--- src/rtl/stream_capture_sequencer_pkg.sv ---
// stream_capture_sequencer_pkg: shared state encoding and default widths for the capture sequencer
package stream_capture_sequencer_pkg;
  typedef enum logic [1:0] {IDLE, SKIP, PASS} state_e;
  localparam int DATA_W_DEF = 32;
  localparam int LEN_W_DEF = 32;
  localparam int REP_W_DEF = 16;
  localparam int CMD_DEPTH_DEF = 4;
endpackage

--- src/rtl/stream_capture_sequencer_cmd_fifo.sv ---
// capture_cmd_fifo: first-word-fall-through descriptor queue with synchronous flush and occupancy
module capture_cmd_fifo #(
  parameter int W = 80,
  parameter int DEPTH = 4
) (
  input  logic                       clk,
  input  logic                       rst,
  input  logic                       flush,
  input  logic                       wr_en,
  input  logic [W-1:0]               wr_data,
  input  logic                       rd_en,
  output logic [W-1:0]               rd_data,
  output logic                       full,
  output logic                       empty,
  output logic [$clog2(DEPTH):0]     level
);
  localparam int AW = $clog2(DEPTH);
  logic [W-1:0] mem [DEPTH];
  logic [AW-1:0] wp_q, wp_d, rp_q, rp_d;
  logic [AW:0] cnt_q, cnt_d;
  logic push, pop;
  assign full = cnt_q == (AW+1)'(DEPTH);
  assign empty = cnt_q == '0;
  assign level = cnt_q;
  assign rd_data = mem[rp_q];
  always_comb begin
    push = wr_en && !full && !flush;
    pop = rd_en && !empty && !flush;
    wp_d = flush ? '0 : wp_q + AW'(push);
    rp_d = flush ? '0 : rp_q + AW'(pop);
    cnt_d = flush ? '0 : cnt_q + (AW+1)'(push) - (AW+1)'(pop);
  end
  always_ff @(posedge clk) begin
    if (rst) begin
      wp_q <= '0;
      rp_q <= '0;
      cnt_q <= '0;
    end else begin
      wp_q <= wp_d;
      rp_q <= rp_d;
      cnt_q <= cnt_d;
    end
  end
  always_ff @(posedge clk) begin
    if (push) mem[wp_q] <= wr_data;
  end
endmodule

--- src/rtl/stream_capture_sequencer.sv ---
// stream_capture_sequencer: descriptor-driven AXI4-Stream gate that skips samples then emits TLAST-framed bursts
module stream_capture_sequencer
  import stream_capture_sequencer_pkg::*;
#(
  parameter int C_S_AXIS_TDATA_WIDTH = DATA_W_DEF,
  parameter int C_LEN_WIDTH = LEN_W_DEF,
  parameter int C_REP_WIDTH = REP_W_DEF,
  parameter int CMD_DEPTH = CMD_DEPTH_DEF
) (
  input  logic                              S_AXIS_ACLK,
  input  logic                              S_AXIS_ARESET,
  input  logic [C_S_AXIS_TDATA_WIDTH-1:0]   S_AXIS_TDATA,
  input  logic [C_S_AXIS_TDATA_WIDTH/8-1:0] S_AXIS_TSTRB,
  input  logic                              S_AXIS_TVALID,
  output logic                              S_AXIS_TREADY,
  input  logic                              S_AXIS_TLAST,
  output logic [C_S_AXIS_TDATA_WIDTH-1:0]   M_AXIS_TDATA,
  output logic [C_S_AXIS_TDATA_WIDTH/8-1:0] M_AXIS_TSTRB,
  output logic                              M_AXIS_TVALID,
  input  logic                              M_AXIS_TREADY,
  output logic                              M_AXIS_TLAST,
  input  logic [C_LEN_WIDTH-1:0]            cmd_skip,
  input  logic [C_LEN_WIDTH-1:0]            cmd_len,
  input  logic [C_REP_WIDTH-1:0]            cmd_repeats,
  input  logic                              cmd_valid,
  output logic                              cmd_ready,
  input  logic                              abort,
  output logic                              busy,
  output logic                              done,
  output logic [$clog2(CMD_DEPTH):0]        cmd_level
);
  localparam int CW = 2*C_LEN_WIDTH + C_REP_WIDTH;
  localparam logic [C_LEN_WIDTH-1:0] LEN_ONE = 1;
  localparam logic [C_REP_WIDTH-1:0] REP_ONE = 1;
  state_e state_q, state_d;
  logic [C_LEN_WIDTH-1:0] skip_q, skip_d, beat_q, beat_d, len_q, len_d, c_skip, c_len;
  logic [C_REP_WIDTH-1:0] rep_q, rep_d, c_rep;
  logic abort_pend_q, abort_pend_d, done_q, done_d;
  logic fifo_rd, fifo_full, fifo_empty, in_pass, xfer, cut;
  logic [CW-1:0] fifo_dout;
  logic unused_tlast;
  assign unused_tlast = S_AXIS_TLAST;
  capture_cmd_fifo #(.W(CW), .DEPTH(CMD_DEPTH)) u_fifo (
    .clk(S_AXIS_ACLK), .rst(S_AXIS_ARESET), .flush(abort),
    .wr_en(cmd_valid && cmd_ready), .wr_data({cmd_skip, cmd_len, cmd_repeats}),
    .rd_en(fifo_rd), .rd_data(fifo_dout), .full(fifo_full), .empty(fifo_empty), .level(cmd_level)
  );
  assign in_pass = state_q == PASS;
  assign xfer = in_pass && S_AXIS_TVALID && M_AXIS_TREADY;
  assign cut = abort || abort_pend_q;
  assign fifo_rd = state_q == IDLE && !fifo_empty && !abort;
  assign M_AXIS_TDATA = S_AXIS_TDATA;
  assign M_AXIS_TSTRB = S_AXIS_TSTRB;
  assign M_AXIS_TVALID = in_pass && S_AXIS_TVALID;
  assign M_AXIS_TLAST = in_pass && (beat_q == LEN_ONE || cut);
  assign S_AXIS_TREADY = in_pass ? M_AXIS_TREADY : 1'b1;
  assign cmd_ready = !fifo_full && !abort;
  assign busy = state_q != IDLE || !fifo_empty;
  assign done = done_q;
  always_comb begin
    {c_skip, c_len, c_rep} = fifo_dout;
    state_d = state_q;
    skip_d = skip_q;
    beat_d = beat_q;
    len_d = len_q;
    rep_d = rep_q;
    abort_pend_d = abort_pend_q;
    done_d = 1'b0;
    if (state_q == IDLE) begin
      if (fifo_rd) begin
        skip_d = c_skip;
        beat_d = c_len;
        len_d = c_len;
        rep_d = c_rep;
        abort_pend_d = 1'b0;
        state_d = c_skip != '0 ? SKIP : (c_len != '0 ? PASS : IDLE);
        done_d = c_skip == '0 && c_len == '0;
      end
    end else if (state_q == SKIP) begin
      if (abort) begin
        state_d = IDLE;
      end else if (S_AXIS_TVALID && skip_q != '0) begin
        skip_d = skip_q - LEN_ONE;
        if (skip_q == LEN_ONE) begin
          state_d = len_q != '0 ? PASS : IDLE;
          done_d = len_q == '0;
        end
      end
    end else if (xfer) begin
      // an abort converts whatever beat moves next into the closing TLAST beat
      if (beat_q != '0) beat_d = beat_q - LEN_ONE;
      if (cut) begin
        state_d = IDLE;
        rep_d = '0;
        abort_pend_d = 1'b0;
      end else if (beat_q == LEN_ONE) begin
        if (rep_q != '0) begin
          beat_d = len_q;
          rep_d = rep_q - REP_ONE;
        end else begin
          state_d = IDLE;
          done_d = 1'b1;
        end
      end
    end else if (abort) begin
      abort_pend_d = 1'b1;
    end
  end
  always_ff @(posedge S_AXIS_ACLK) begin
    if (S_AXIS_ARESET) begin
      state_q <= IDLE;
      skip_q <= '0;
      beat_q <= '0;
      len_q <= '0;
      rep_q <= '0;
      abort_pend_q <= 1'b0;
      done_q <= 1'b0;
    end else begin
      state_q <= state_d;
      skip_q <= skip_d;
      beat_q <= beat_d;
      len_q <= len_d;
      rep_q <= rep_d;
      abort_pend_q <= abort_pend_d;
      done_q <= done_d;
    end
  end
endmodule
--- config.mk ---
export PLATFORM = sky130hd
export DESIGN_NAME = stream_capture_sequencer
export DESIGN_NICKNAME = d
export VERILOG_FILES = /design/src/rtl/stream_capture_sequencer_pkg.sv /design/src/rtl/stream_capture_sequencer_cmd_fifo.sv /design/src/rtl/stream_capture_sequencer.sv
export SDC_FILE = /design/constraint.sdc
export NUM_CORES = 1
export LEC_CHECK = 0
export BUFFER_PORTS_ARGS = -buffer_cell sky130_fd_sc_hd__buf_2
export CAP_MARGIN = 10
export CORE_ASPECT_RATIO = 1.25
export CORE_MARGIN = 3
export CORE_UTILIZATION = 40
export DETAILED_ROUTE_END_ITERATION = 16
export PLACE_DENSITY = 0.67
export SYNTH_ARGS = -nofsm -noshare
export SYNTH_HDL_FRONTEND = slang
export SYNTH_SLANG_ARGS = --single-unit
--- constraint.sdc ---
create_clock -name S_AXIS_ACLK -period 19.3 [get_ports S_AXIS_ACLK]
set_input_delay 3.86 -clock S_AXIS_ACLK [delete_from_list [all_inputs] [get_ports S_AXIS_ACLK]]
set_output_delay 3.86 -clock S_AXIS_ACLK [all_outputs]
set_load 0.01 [all_outputs]
==> run metrics <==
total congestion overflow 0; power per cell area 117 nW/um^2; Top Ports 168; hpwl dp between 20000 and 30000 um; Final Slew Violations 0; postcts setup bufs 0; Post-DRT Antenna Nets 0; CTS max path bufs 3; worst r2r path cells 9; post-cts sizing count 0; distinct cell type count after synthesis 74; register area share after synthesis 0.632; Critical path buffers and inverters 2; first-pass GRT wire length approximately 70000 um; setup TNS after final layout 0 ns; initial antenna violation count 4; reg2reg start u_fifo.level[1]$_SDFF_PP0_; Max rail drop VDD about 0.087 mV; main combinational cell family by area after synthesis simple AND/OR/NAND/NOR gates; Final Hold Slack ~0.47 ns; DR WL/cell around 21 um; crit-path cells buf_2 > o31a_1 > buf_2; Synth Cell Area about 19000 sq um; asr flop ratio synth 0; fmax between 100 and 150 MHz; maxcap violations 0; reg-to-reg slack, setup 15.55 ns; syn_area_per_cell roughly 13 sq um; Die X between 200 and 250 um; Worst-Skew Late Latency 0.56 ns; CTS root buf clkbuf_16; destination of the worst hold path len_q[4]$_SDFFE_PP0P_; endpoints failing setup 0; CTS buffer count 44; status finished clean; WP data required approximately 15 ns; Sink Count roughly 440; Clk pin slew, worst setup/hold paths around 0.060 ns; Cell Count, Final, Fillers Out ~2200; Setup CP Type in2out; R2R Path End beat_q[15]$_SDFFE_PP0P_; # rows between 80 and 90; WHS Path Cells 2; core area 46700 sq um; Post-CTS Hold Buffers 0; CTS H-Tree Depth 2; Worst Setup Start Kind input port; crit-path max FO 13; Vias/cell roughly 5.7; Nets around 1600; crit end category primary output; fin crit period around 8.4 ns; Compound-Gate Fraction of Synth Area 0.0849; Top delay family on crit path compound AO/OA/AOI/OAI gates; Synth Area in Simple Gates 0.128; leakage power 6.97 nW; Initial DRT Pass Iterations 6; CP Data Arrival Time 4.57 ns; post-placement cell count roughly 2100; Fin. Hold Viols 0; DR vias around 12000; 1st-iter DRT viols about 1200; chip height roughly 250 um; RSZ-0062 raised after global routing false; share of layout cells above drive strength 1 0.196; FF+latch count, synth roughly 440; XOR/XNOR Fraction of Synth Area 0.0151; pin count of the biggest net entering global routing slightly above 90; mux contribution to synthesized area 0.0955; Most common cell on crit path buf_2; Rel. slew slack 0.309; clock skew between 0.03 and 0.04 ns; TritonCTS clock tree built; slowest stage cell, crit path o31a_1; Hold Crit Class reg2reg; final core occ 0.460; Port Buffers 94; drt total wl about 45000 um; Layout Area Growth over Synthesis 12.4%; RD Place Congestion 0.915; adder-cell share of the synthesized area 0.00760; DRC 0; Synth Net Count roughly 1600; Ys Warns 0; total track usage 0.176; Post-synth EDFFs 320; initial core utilization 0.409; full die area ~50000 sq um; predominant post-synthesis flop cell edfxtp_1; Hold Path Origin len_q[4]$_SDFFE_PP0P_; Gate Count Post-Synth 1459; Tcrit/Tclk final 0.437; Least-Margin Pin Slew ~1.0 ns; Largest stage delay, worst path between 0.3 and 0.4 ns; number of global-route vias before repair 12300
[tightest hold or removal path: stages, from the launching register on]
cell and delay [ns]:
dfxtp_1 0.32, nand2_1 0.06, a21oi_1 0.05
[area by class of cell]
class / instances / area, sq um
well taps: 630 / 788
fillers: 4198 / 25200
flip-flops and latches: 443 / 12100
clock inverters: 20 / 265
multi-input cells: 876 / 6390
clock buffers: 61 / 1240
diodes: 3 / 7.51
inverters: 22 / 82.6
repair buffers: 112 / 616
[how the worst max path moves through the flow]
stage	from	end	depth (start not counted)
2_1_floorplan	abort	u_fifo.mem[1][0]$_DFFE_PP_	4
3_3_place_gp	abort	M_AXIS_TLAST	3
3_5_place_dp	abort	M_AXIS_TLAST	3
4_1_cts	abort	M_AXIS_TLAST	3
5_1_grt	abort	M_AXIS_TLAST	3
6_report	abort	M_AXIS_TLAST	3
[power breakdown]
part / internal (mW) / leakage [nW] / switching, mW
Clock: 0.530 / 0.718 / 0.352
Sequential: 1.06 / 3.90 / 0.0387
Combinational: 0.201 / 2.35 / 0.332
[flip-flops by register name, indices dropped and copies added (netlist names)]
signal,flops
abort_pend_q,1
beat_q,32
done,1
len_q,32
rep_q,16
skip_q,32
state_q,2
u_fifo.level,3
u_fifo.mem,320
u_fifo.rp_q,2
u_fifo.wp_q,2
[per-layer routing]
metal  wire length, um  up-vias  global-route usage
met2             23800      368               0.315
met4              2230        2              0.0860
li1                  -     5670                   -
met3              2260      127              0.0273
met1             16800     6094               0.205
met5                11        -                   0
[layout by cell type, fill, tap and decap left out, drive strengths merged, types with 9 or more instances in the layout]
master,synthesis,layout
nand4,11,11
or4,20,20
xnor2,25,25
mux4,80,80
nor4,53,53
ha,10,10
a21oi,90,90
a211oi,16,16
nor3,80,80
inv,21,21
or3,13,13
nand3,14,14
buf,66,112
nand2,137,137
clkinv,1,11
dfxtp,123,123
nor2,120,120
o21ai,74,74
and2,9,9
a22oi,20,20
edfxtp,320,320
clkbuf,52,61
[kinds of logic (layout without fill, tap and decap cells)]
| group | count (synthesis) | after routing |
|---|---|---|
| muxes | 82 | 82 |
| and+or+nand+nor | 488 | 488 |
| AOI/OAI and AO/OA | 262 | 262 |
| xor gates and xnor gates | 33 | 33 |
| other | 0 | 3 |
| buffers and inverters | 140 | 215 |
| DFF | 443 | 443 |
| adders and majority gates | 11 | 11 |
[synthesized netlist by cell type (6+ instances only)]
master	count	area, sq um
xnor2_1	25	219
a22oi_1	20	150
nor2_1	120	450
inv_1	20	75.1
nand3_1	14	70.1
and2_1	9	56.3
a21oi_1	89	445
or4_1	16	120
nor3_1	75	375
buf_4	36	270
ha_1	10	125
a31oi_1	6	37.5
o21ai_1	7	35.0
nor4_1	48	300
o41ai_1	6	52.6
mux4_2	80	1800
o31ai_1	7	52.6
xor2_1	8	70.1
a211oi_1	16	120
or3_1	12	75.1
nand4_1	11	68.8
nand2_1	136	510
buf_2	24	120
buf_1	6	22.5
clkbuf_1	51	191
dfxtp_1	123	2460
o21ai_0	67	335
edfxtp_1	320	9610
[stage by stage]
step	setup slack [ns]	total power, mW	area (sq um)
floorplan	8.33	1.51	19100
global placement	10.87	1.63	19900
detailed placement	10.88	1.64	19900
CTS	10.88	2.53	21400
global route	10.86	2.63	21500
finish	10.87	2.51	21500
No activity file was read; power rests on OpenSTA's default activity.
